==> src/rtl/led_pkg.sv <==
// Shared definitions for the seven-segment display path: character codes,
// bus widths, scan FSM encoding and the anode-select helper.
package led_pkg;

  localparam int CODE_W = 6;
  localparam int AN_W   = 4;

  // Character codes understood by LEDdecoder
  localparam logic [CODE_W-1:0] CH_0     = 6'd0;
  localparam logic [CODE_W-1:0] CH_1     = 6'd1;
  localparam logic [CODE_W-1:0] CH_2     = 6'd2;
  localparam logic [CODE_W-1:0] CH_3     = 6'd3;
  localparam logic [CODE_W-1:0] CH_4     = 6'd4;
  localparam logic [CODE_W-1:0] CH_5     = 6'd5;
  localparam logic [CODE_W-1:0] CH_6     = 6'd6;
  localparam logic [CODE_W-1:0] CH_7     = 6'd7;
  localparam logic [CODE_W-1:0] CH_8     = 6'd8;
  localparam logic [CODE_W-1:0] CH_9     = 6'd9;
  localparam logic [CODE_W-1:0] CH_A     = 6'd10;
  localparam logic [CODE_W-1:0] CH_B     = 6'd11;
  localparam logic [CODE_W-1:0] CH_C     = 6'd12;
  localparam logic [CODE_W-1:0] CH_D     = 6'd13;
  localparam logic [CODE_W-1:0] CH_E     = 6'd14;
  localparam logic [CODE_W-1:0] CH_F     = 6'd15;
  localparam logic [CODE_W-1:0] CH_SPACE = 6'b100100;

  typedef enum logic {
    ST_BLANK = 1'b0,
    ST_DRIVE = 1'b1
  } scan_state_t;

  // Active-low anode pattern for digit slot d (slot 0 is the leftmost, an[3])
  function automatic logic [AN_W-1:0] anode_mask(input logic [1:0] digit);
    logic [AN_W-1:0] m;
    m = 4'b1111;
    m[2'd3 - digit] = 1'b0;
    return m;
  endfunction

endpackage

==> src/rtl/display_scan_ctrl_scan_timer.sv <==
// Slot sequencer: DEAD blanking cycles then ON drive cycles per digit,
// stepping through the four digits and flagging the last cycle of a frame.
module scan_timer
  import led_pkg::*;
#(
  parameter int DEAD = 2,
  parameter int ON   = 4096
) (
  input  logic       clk,
  input  logic       i_reset,
  output logic       o_slot_load,
  output logic       o_drive,
  output logic [1:0] o_digit,
  output logic       o_frame_end
);

  localparam int MAXC = (DEAD > ON) ? DEAD : ON;
  localparam int CW   = $clog2(MAXC + 1);

  scan_state_t   r_state, w_state_nxt;
  logic [CW-1:0] r_cnt, w_cnt_nxt;
  logic [1:0]    r_digit, w_digit_nxt;

  // State, phase counter and digit registers
  always_ff @(posedge clk) begin
    if (i_reset) begin
      r_state <= ST_BLANK;
      r_cnt   <= '0;
      r_digit <= 2'd0;
    end else begin
      r_state <= w_state_nxt;
      r_cnt   <= w_cnt_nxt;
      r_digit <= w_digit_nxt;
    end
  end

  // Next-state logic: count out each phase, advance digit when a drive ends
  always_comb begin
    w_state_nxt = r_state;
    w_cnt_nxt   = r_cnt + CW'(1);
    w_digit_nxt = r_digit;
    case (r_state)
      ST_BLANK: begin
        if (r_cnt == CW'(DEAD - 1)) begin
          w_state_nxt = ST_DRIVE;
          w_cnt_nxt   = '0;
        end else begin
          w_state_nxt = ST_BLANK;
        end
      end
      ST_DRIVE: begin
        if (r_cnt == CW'(ON - 1)) begin
          w_state_nxt = ST_BLANK;
          w_cnt_nxt   = '0;
          w_digit_nxt = r_digit + 2'd1;
        end else begin
          w_state_nxt = ST_DRIVE;
        end
      end
      default: begin
        w_state_nxt = ST_BLANK;
        w_cnt_nxt   = '0;
        w_digit_nxt = 2'd0;
      end
    endcase
  end

  assign o_slot_load = (r_state == ST_BLANK) && (r_cnt == '0);
  assign o_drive     = (r_state == ST_DRIVE);
  assign o_digit     = r_digit;
  assign o_frame_end = (r_state == ST_DRIVE) && (r_cnt == CW'(ON - 1)) &&
                       (r_digit == 2'd3);

endmodule

==> src/rtl/display_scan_ctrl.sv <==
// Four-digit display scanner: 16-character message buffer, scroll pointer
// and frame counter, with registered code/anode/frame-tick outputs.
module display_scan_ctrl
  import led_pkg::*;
#(
  parameter int DEAD          = 2,
  parameter int ON            = 4096,
  parameter int SCROLL_FRAMES = 64
) (
  input  logic              clk,
  input  logic              reset,
  input  logic              msg_we,
  input  logic [3:0]        msg_waddr,
  input  logic [CODE_W-1:0] msg_wdata,
  input  logic              scroll_en,
  output logic [CODE_W-1:0] char,
  output logic [AN_W-1:0]   an,
  output logic              frame_tick
);

  localparam int FW = $clog2(SCROLL_FRAMES + 1);

  logic [CODE_W-1:0] r_msg [16];
  logic [3:0]        r_ptr;
  logic [FW-1:0]     r_fcnt;
  logic [CODE_W-1:0] r_char;
  logic [AN_W-1:0]   r_an;
  logic              r_frame_tick;

  logic              w_slot_load;
  logic              w_drive;
  logic [1:0]        w_digit;
  logic              w_frame_end;
  logic [3:0]        w_idx;

  scan_timer #(
    .DEAD (DEAD),
    .ON   (ON)
  ) u_scan_timer (
    .clk         (clk),
    .i_reset     (reset),
    .o_slot_load (w_slot_load),
    .o_drive     (w_drive),
    .o_digit     (w_digit),
    .o_frame_end (w_frame_end)
  );

  // 4-bit add wraps the message index naturally (15 -> 0)
  assign w_idx = r_ptr + {2'b00, w_digit};

  // Message buffer: reset fills with spaces, writes land at the clock edge
  always_ff @(posedge clk) begin
    if (reset) begin
      for (int i = 0; i < 16; i++) begin
        r_msg[i] <= CH_SPACE;
      end
    end else if (msg_we) begin
      r_msg[msg_waddr] <= msg_wdata;
    end
  end

  // Scroll pointer and frame counter; only move at a frame boundary
  always_ff @(posedge clk) begin
    if (reset) begin
      r_ptr  <= 4'd0;
      r_fcnt <= '0;
    end else if (!scroll_en) begin
      r_fcnt <= '0;
    end else if (w_frame_end) begin
      if (r_fcnt == FW'(SCROLL_FRAMES - 1)) begin
        r_ptr  <= r_ptr + 4'd1;
        r_fcnt <= '0;
      end else begin
        r_fcnt <= r_fcnt + FW'(1);
      end
    end
  end

  // Registered outputs: code loaded at slot start, anodes follow the phase
  always_ff @(posedge clk) begin
    if (reset) begin
      r_char       <= CH_SPACE;
      r_an         <= 4'b1111;
      r_frame_tick <= 1'b0;
    end else begin
      r_frame_tick <= w_frame_end;
      r_an         <= w_drive ? anode_mask(w_digit) : 4'b1111;
      if (w_slot_load) begin
        r_char <= r_msg[w_idx];
      end
    end
  end

  assign char       = r_char;
  assign an         = r_an;
  assign frame_tick = r_frame_tick;

endmodule

==> config.mk <==
export PLATFORM = sky130hd
export DESIGN_NAME = display_scan_ctrl
export DESIGN_NICKNAME = d
export VERILOG_FILES = /design/src/rtl/led_pkg.sv /design/src/rtl/display_scan_ctrl_scan_timer.sv /design/src/rtl/display_scan_ctrl.sv
export SDC_FILE = /design/constraint.sdc
export NUM_CORES = 1
export LEC_CHECK = 0
export CELL_PAD_IN_SITES_DETAIL_PLACEMENT = 2
export CELL_PAD_IN_SITES_GLOBAL_PLACEMENT = 2
export CORE_MARGIN = 2
export CORE_UTILIZATION = 46
export DETAILED_ROUTE_END_ITERATION = 8
export PLACE_DENSITY = 0.88
export REMOVE_ABC_BUFFERS = 1
export SLEW_MARGIN = 10
export SYNTH_ARGS = -nofsm -noshare
export SYNTH_HDL_FRONTEND = slang
export SYNTH_SLANG_ARGS = --single-unit
==> constraint.sdc <==
create_clock -name clk -period 3.7 [get_ports clk]
set_input_delay 0.74 -clock clk [delete_from_list [all_inputs] [get_ports clk]]
set_output_delay 0.74 -clock clk [all_outputs]
set_load 0.1 [all_outputs]
# Word level (Yosys, flattened, before mapping)

Memory sizes are Yosys's and may differ from the RTL's. A register that Yosys moved wholly into a read port is not among the register bits.
Index checks and enable logic that the tools add are counted.

Output and inout port bits: 11
Memories kept: 1
Bits in writable memories: 96
Flip-flop bits (word level): 32

Memory list:

| name  | depth | width | read ports | clocked after Yosys merged registers in | wr ports | RTL line                | text |
|---|---|---|---|---|---|---|---|
| r_msg | 16    | 6     | 1          | 1                                       | 16       | display_scan_ctrl.sv:23 | `logic [CODE_W-1:0] r_msg [16];` |

Mux-type cells: 17
Reductions and logical operators: 10
Equal/unequal tests: 4
Magnitude comparators: 2
Bitwise gates (word level): 3
$add $sub $neg: 6

Operators with widths:

| operator                                                                 | count |
|---|---|
| 13-bit 2-to-1 mux                                                        | 2 |
| 13-bit case mux with 2 select lines                                      | 1 |
| 13-bit by 1-bit adder with 13-bit output (second input constant)         | 1 |
| 13-bit by 1-bit equality test with 1-bit output (second input constant)  | 1 |
| 13-bit by 12-bit equality test with 1-bit output (second input constant) | 1 |
| 13-bit logical NOT                                                       | 1 |
| 1-bit 2-to-1 mux                                                         | 9 |
| 7-bit by 1-bit adder with 7-bit output (second input constant)           | 1 |
| 7-bit by 6-bit equality test with 1-bit output (second input constant)   | 1 |
| 7-bit 2-to-1 mux                                                         | 1 |
| 6-bit 2-to-1 mux                                                         | 1 |
| 6-bit OR reduction                                                       | 1 |
| 4-bit by 1-bit adder with 4-bit output (second input constant)           | 1 |
| 4-bit by 2-bit adder with 4-bit output                                   | 1 |
| 1-bit logical AND                                                        | 4 |
| 4-bit 2-to-1 mux                                                         | 1 |
| 4-bit NOT                                                                | 1 |
| 2-bit OR reduction                                                       | 2 |
| 2-bit by 3-bit < comparator with 1-bit output (second input constant)    | 1 |
| 3-bit AND reduction                                                      | 1 |
| 2-bit by 1-bit adder with 2-bit output (second input constant)           | 1 |
| 1-bit demux with 2-bit select                                            | 1 |
| 2-bit equality test (second input constant)                              | 1 |
| 2-bit by 1-bit >= comparator with 1-bit output (second input constant)   | 1 |
| 4 further kinds                                                          | 5 |

# Longest topological paths before layout

Gate-level depths: netlist of the first run.

Depth in word-level cells: 6
Depth in mapped cells: 8
Mapped depth without buffers: 6

# Cells and area by module

Synthesis of the first run repeated with hierarchy kept, for this count alone.

Cell total of the unflattened synthesis: 488
Area total of the unflattened synthesis: 6,418.7 um^2

By module, submodules not included:

| module            | seq. area each (um^2) | cells each | times used | area each (um^2) |
|---|---|---|---|---|
| display_scan_ctrl | 3,323.2               | 399        | 1          | 5,614.1 |
| scan_timer        | 320.3                 | 89         | 1          | 804.5 |

# Worst setup path before layout of the first run

Ideal clock, no wire load.

Path kind: input -> register
Start: input port reset
End: memory r_msg[10][0], enable pin
Path buffers: 2
Setup time: 0.377 ns
Arrival: 1.950 ns
Setup slack: 1.372 ns
Stages: 5
Path through: clkbuf_1 > nor3b_1 > nand2_1 > clkbuf_1 > o21ai_0

RTL lines:

| item            | RTL line                | text |
|---|---|---|
| start, declared | display_scan_ctrl.sv:11 | `input logic reset,` |
| end, declared   | display_scan_ctrl.sv:23 |  |

# Worst setup path in the final report of the first run

Start: register r_ptr[0]
End: register r_char[4] (netlist: char[4]), read port of r_msg

Cells in the longest elaborated chain, start to end: 1

Ends and longest elaborated chain:

| item                                   | RTL line                | text |
|---|---|---|
| start, declared                        | display_scan_ctrl.sv:24 | `logic [3:0] r_ptr;` |
| start signal, assigned                 | display_scan_ctrl.sv:71 | `r_ptr <= r_ptr + 4'd1;` |
| 4-bit by 2-bit adder with 4-bit output | display_scan_ctrl.sv:49 | `assign w_idx = r_ptr + {2'b00, w_digit};` |
| end, declared                          | display_scan_ctrl.sv:26 | `logic [CODE_W-1:0] r_char;` |

No other way between the ends.
A chain may end at the register's enable or synchronous reset.

==> out/metrics.csv, run 1 <==
metric,value,unit
outcome,finished clean,
syn_area,0.00637,mm2
drtIter0Drc,308,
avgSynthCellArea,12.5,um2
synth_top_area_share,45.3,%
worstMarginPinSlew,1000,ps
fin_worst_skew,9.15,ps
crit_type,flop to flop,
drt_wl_total,20.2,mm
viasPerCell,6.03,
cts_max_path_buffers,2,
antenna_found_initial,1,
rsz0062_at_grt,false,
ant_nets,0,
drv_cap,0,
drive_above_1_share,14.6,%
final_cell_mix,"96 x edfxtp_1, 64 x and2_1, 38 x mux2i_1, 38 x dfxtp_1, 29 x nor2_1",
synthArstFlopShare,0,%
clock_latency,430,ps
wire_per_inst,27.7,um
ir_drop,0.354,mV
core-area,0.0134,mm2
start_util,47.5,%
ctsHoldBuffers,0,
drc,0,
p_leak,2.47,nW
diodes,0,
rows,42,
gr-usage-all-layers,29.4,%
final.setup.tns,0,ps
grt_max_degree,23,
hold_violations,0,
cts_buffers,17,
setup_viol,0,
ys_types,49,
fillers,1271,
final_nets,567,
gp_congestion,0.806,
dpl_cell_area,0.00686,mm2
grt_pass1_vias,4865,
yosys_warnings,0,
max_slew_margin,32.5,%
syn_inst,510,
clock.fmax,311,MHz
utilization,55.2,%
num_vias,4399,
synth_ff_type,edfxtp_1,
root_buffer,clkbuf_16,
min_path_type,flop to flop,
worst-path-max-fanout,22,
die_height,122,um
ys_ff_latch,134,
synth_edf_count,96,
syn_to_final_growth,16.1,%
port_buffers,24,
powerDensity,509,mW/mm2
final_common_cell,edfxtp_1,
crit_path_end_kind,flop,
synth.yosys.seq_area_share,57.2,%
cts_setup_buffers,0,
drv_slew,0,
dr.pass1.iters,4,
ys_top_cells_by_area,"edfxtp_1 45%, dfxtp_1 12%, and2_1 6.3%, mux2i_1 6.0%, mux4_2 5.7%",
clk_pin_slew,60,ps
finalCritPeriodShare,86.9,%
final_area,0.00740,mm2
grt_overflow_total,0,
cts.htree.levels,4,
dp_hpwl,13.0,mm
arrival,3580,ps
crit_required,4060,ps
grt_pass1_wl,30.9,mm
cts_resized,0,
dieArea,0.0148,mm2
startpoint_type,flop,
synth_area_leader_cell,edfxtp_1,
ios,25,
fin_crit,3210,ps
cts.sinks,134,
die_w,122,um
cts_tree,yes,
## critical path, cell delays in order, from the launching register on
cell and delay, ps:
dfxtp_1 360, ha_1 270, fa_2 1000, buf_12 280
mux2i_1 180, mux4_2 500, nor4_1 310, a311o_1 200
## final timing paths
kind / slack [ps] / start / cells past startpoint / to
worst max-delay path: 490 / r_ptr[0] / 7 / char[4]
worst min register to register: 470 / r_fcnt[6] / 1 / r_fcnt[6]
worst min-delay path: 470 / r_fcnt[6] / 1 / r_fcnt[6]
worst max register to register: 490 / r_ptr[0] / 7 / char[4]
## metal layers
layer,global-route usage [%],part of all wire [%],vias up
li1,-,-,1950
met1,33.9,40,2315
met2,53.1,54,97
met3,6.84,3.6,35
met4,10.9,2.6,2
met5,0,0.064,-
## stage by stage
stage	hold slack, ps	power [W]	std cells	setup slack (ps)
2_1_floorplan	426	0.00200	478	459
3_3_place_gp	439	0.00214	698	745
3_5_place_dp	455	0.00217	698	409
4_1_cts	466	0.00378	730	511
5_1_grt	476	0.00387	730	404
6_report	470	0.00376	730	486
## registers in the layout (all words and copies together), names as in the netlist
signal,cells
r_msg,96
u_scan_timer.r_cnt,13
r_fcnt,7
char,6
an,4
r_ptr,4
u_scan_timer.o_digit,2
frame_tick,1
u_scan_timer.o_drive,1
## logic make-up after synthesis
kind of cell / share of synthesized area [%]
and+or+nand+nor: 19.4
buffers and inverters: 2.59
xor gates and xnor gates: 1.79
adders and majority gates: 2.48
muxes: 12.2
DFF: 57.2
AOI/OAI and AO/OA: 4.34
## Yosys cell counts, types with 2 or more instances
master and instances:
mux2i_1 38, xnor2_1 7, nand2_1 16, edfxtp_1 96, or4_1 2, a311o_1 4
xor2_1 6, nor2b_1 4, clkbuf_1 22, nor2_1 29, mux2_2 3, nand4_1 6
and2_1 64, nor4_1 12, or2_2 5, nand3_1 9, dfxtp_1 38, o21ai_0 18
buf_2 9, a21oi_1 10, mux4_2 16, inv_1 7, nor3_1 9, nand2b_1 14
ha_1 11, and3_1 5, o41ai_1 2, or3_1 27
## power by group
part,switching (W),total [W],internal [W]
Clock,0.000684,0.00160,0.000918
Sequential,0.0000590,0.00175,0.00169
Combinational,0.000295,0.000407,0.000112
Total,0.00104,0.00376,0.00272
## cell type report
cell class                      instances  area (um2)  area share [%]
Inverter                                7        26.3           0.355
Clock inverter                         13         109            1.47
Multi-Input combinational cell        337        2560            34.6
Sequential cell                       134        3640            49.3
Timing Repair Buffer                   44         403            5.45
Tap cell                              176         220            2.98
Clock buffer                           19         433            5.85
Note: power is estimated with default switching activity, not from simulation.
==> run 2: changes to the inputs <==
--- a/config.mk
+++ b/config.mk
@@ -12,6 +12,7 @@
 export DETAILED_ROUTE_END_ITERATION = 8
 export PLACE_DENSITY = 0.88
 export REMOVE_ABC_BUFFERS = 1
+export SKIP_CTS_REPAIR_TIMING = 1
 export SLEW_MARGIN = 10
 export SYNTH_ARGS = -nofsm -noshare
 export SYNTH_HDL_FRONTEND = slang
==> results of run 2 <==
The final DEF is identical to that of run 1; final timing and power are the same.
==> run 3: changes to the inputs <==
--- a/config.mk
+++ b/config.mk
@@ -7,10 +7,12 @@
 export LEC_CHECK = 0
 export CELL_PAD_IN_SITES_DETAIL_PLACEMENT = 2
 export CELL_PAD_IN_SITES_GLOBAL_PLACEMENT = 2
-export CORE_MARGIN = 2
-export CORE_UTILIZATION = 46
+export CORE_MARGIN = 3
+export CORE_UTILIZATION = 48
 export DETAILED_ROUTE_END_ITERATION = 8
-export PLACE_DENSITY = 0.88
+export DONT_BUFFER_PORTS = 1
+export HOLD_SLACK_MARGIN = 0.02
+export PLACE_DENSITY = 0.87
 export REMOVE_ABC_BUFFERS = 1
 export SKIP_CTS_REPAIR_TIMING = 1
 export SLEW_MARGIN = 10
==> out/metrics.csv, run 3 (same netlist as run 1, synthesis figures left out) <==
metric,value,unit,change
drv_slew,0,,unchanged
startpoint,u_scan_timer.o_digit[0],,was r_ptr[0]
diodes,0,,unchanged
grt_pass1_wl,29.9,mm,was 30.9 mm
hold_violations,0,,unchanged
core-area,0.0128,mm2,was 0.0134 mm2
cts.sinks,134,,unchanged
arrival,3440,ps,was 3580 ps
viasPerCell,6.06,,was 6.03
cts_buffers,17,,unchanged
worstMarginPinSlew,1160,ps,was 1000 ps
cts.htree.levels,4,,unchanged
largest_register_ffs,96,,unchanged
gp_congestion,0.796,,was 0.806
drt_wl_total,19.5,mm,was 20.2 mm
drtIter0Drc,282,,was 308
cts_tree,yes,,unchanged
outcome,finished clean,,unchanged
grt_max_degree,28,,was 23
num_vias,4243,,was 4399
port_buffers,0,,was 24
final_nets,541,,was 567
hold_start,reset,,was r_fcnt[6]
rr_startpoint,u_scan_timer.o_digit[0],,was r_ptr[0]
whs_path_depth,1,,unchanged
start_util,49.9,%,was 47.5%
r2r_end,char[4],,unchanged
reg2reg_slack,610,ps,was 490 ps
power,0.00379,W,was 0.00376 W
max_slew_margin,21.7,%,was 32.5%
rows,41,,was 42
wire_per_inst,27.9,um,was 27.7 um
largest_register,r_msg,,unchanged
crit_type,flop to flop,,unchanged
dieArea,0.0147,mm2,was 0.0148 mm2
worst-path-max-fanout,6,,was 22
holdPathEnd,u_scan_timer.o_drive,,was r_fcnt[6]
die_height,121,um,was 122 um
die_w,121,um,was 122 um
antenna_found_initial,0,,was 1
dp_hpwl,12.8,mm,was 13.0 mm
clock_latency,420,ps,was 430 ps
fin_worst_skew,11.0,ps,was 9.15 ps
dr.pass1.iters,5,,was 4
drive_above_1_share,14.4,%,was 14.6%
fin_crit,3090,ps,was 3210 ps
ant_nets,0,,unchanged
cts_max_path_buffers,2,,unchanged
crit_required,4050,ps,was 4060 ps
startpoint_type,flop,,unchanged
worstRegToRegCells,7,,unchanged
final.setup.tns,0,ps,unchanged
biggestRegsByFlops,"r_msg (96), u_scan_timer.r_cnt (13), r_fcnt (7)",,unchanged
drc,0,,unchanged
powerDensity,528,mW/mm2,was 509 mW/mm2
finalCritPeriodShare,83.6,%,was 86.9%
gr-usage-all-layers,28.4,%,was 29.4%
grt_overflow_total,0,,unchanged
rsz0062_at_grt,false,,unchanged
syn_to_final_growth,12.8,%,was 16.1%
drv_cap,0,,unchanged
ios,25,,unchanged
timing.hold.ws,383,ps,was 470 ps
final_common_cell,edfxtp_1,,unchanged
final_cell_mix,"96 x edfxtp_1, 64 x and2_1, 38 x mux2i_1, 38 x dfxtp_1, 29 x nor2_1",,unchanged
clk_pin_slew,60,ps,about the same
min_path_type,primary input to flop,,was flop to flop
clock.fmax,323,MHz,was 311 MHz
crit_path_end_kind,flop,,unchanged
p_leak,2.39,nW,was 2.47 nW
root_buffer,clkbuf_16,,unchanged
setup_viol,0,,unchanged
grt_pass1_vias,4708,,was 4865
ir_drop,0.309,mV,was 0.354 mV
[run 3: where the power goes]
part / switching (W) / internal [W]
clock network: 0.000661 / 0.00105
logic: 0.000128 / 0.0000715
registers: 0.000187 / 0.00169
total: 0.000977 / 0.00282
[run 3: final cells by class]
cell class | count | area [um2]
Clock buffer | 18 | 429
Clock inverter | 14 | 158
Fill cell | 1162 | 5590
Inverter | 7 | 26.3
Multi-Input combinational cell | 337 | 2560
Sequential cell | 134 | 3640
Tap cell | 172 | 215
Timing Repair Buffer | 18 | 148
[run 3: worst max path at each step]
| stage | slack [ps] | cells after the start | end |
|---|---|---|---|
| detailed placement | 670 | 6 | char[3] |
| finish | 610 | 7 | char[4] |
| CTS | 580 | 7 | char[4] |
| floorplan | 460 | 6 | char[0] |
| global placement | 890 | 7 | char[1] |
| global route | 450 | 7 | char[4] |
[run 3: worst max-delay path, cell delays in order (launching register included)]
cell and delay (ps):
dfxtp_1 380, ha_1 260, fa_2 350, xor2_1 700
buf_4 290, mux4_2 500, nor4_1 310, a311o_1 230
[run 3: layer usage]
layer	global-route usage (%)	vias to the layer above	wire length [um]
met5	0	-	0
met4	8.47	0	360
met3	7.83	24	905
met2	49.8	98	10300
met1	34.1	2220	7920
li1	-	1901	-
[run 3: through the flow]
step           std cells  setup slack [ps]  area, um2  utilization, %
2_1_floorplan        478               459       6230               -
3_3_place_gp         668               886       6600            51.6
3_5_place_dp         668               665       6600            51.6
4_1_cts              700               584       7180            56.2
5_1_grt              700               450       7180            56.2
6_report             700               605       7180            56.2
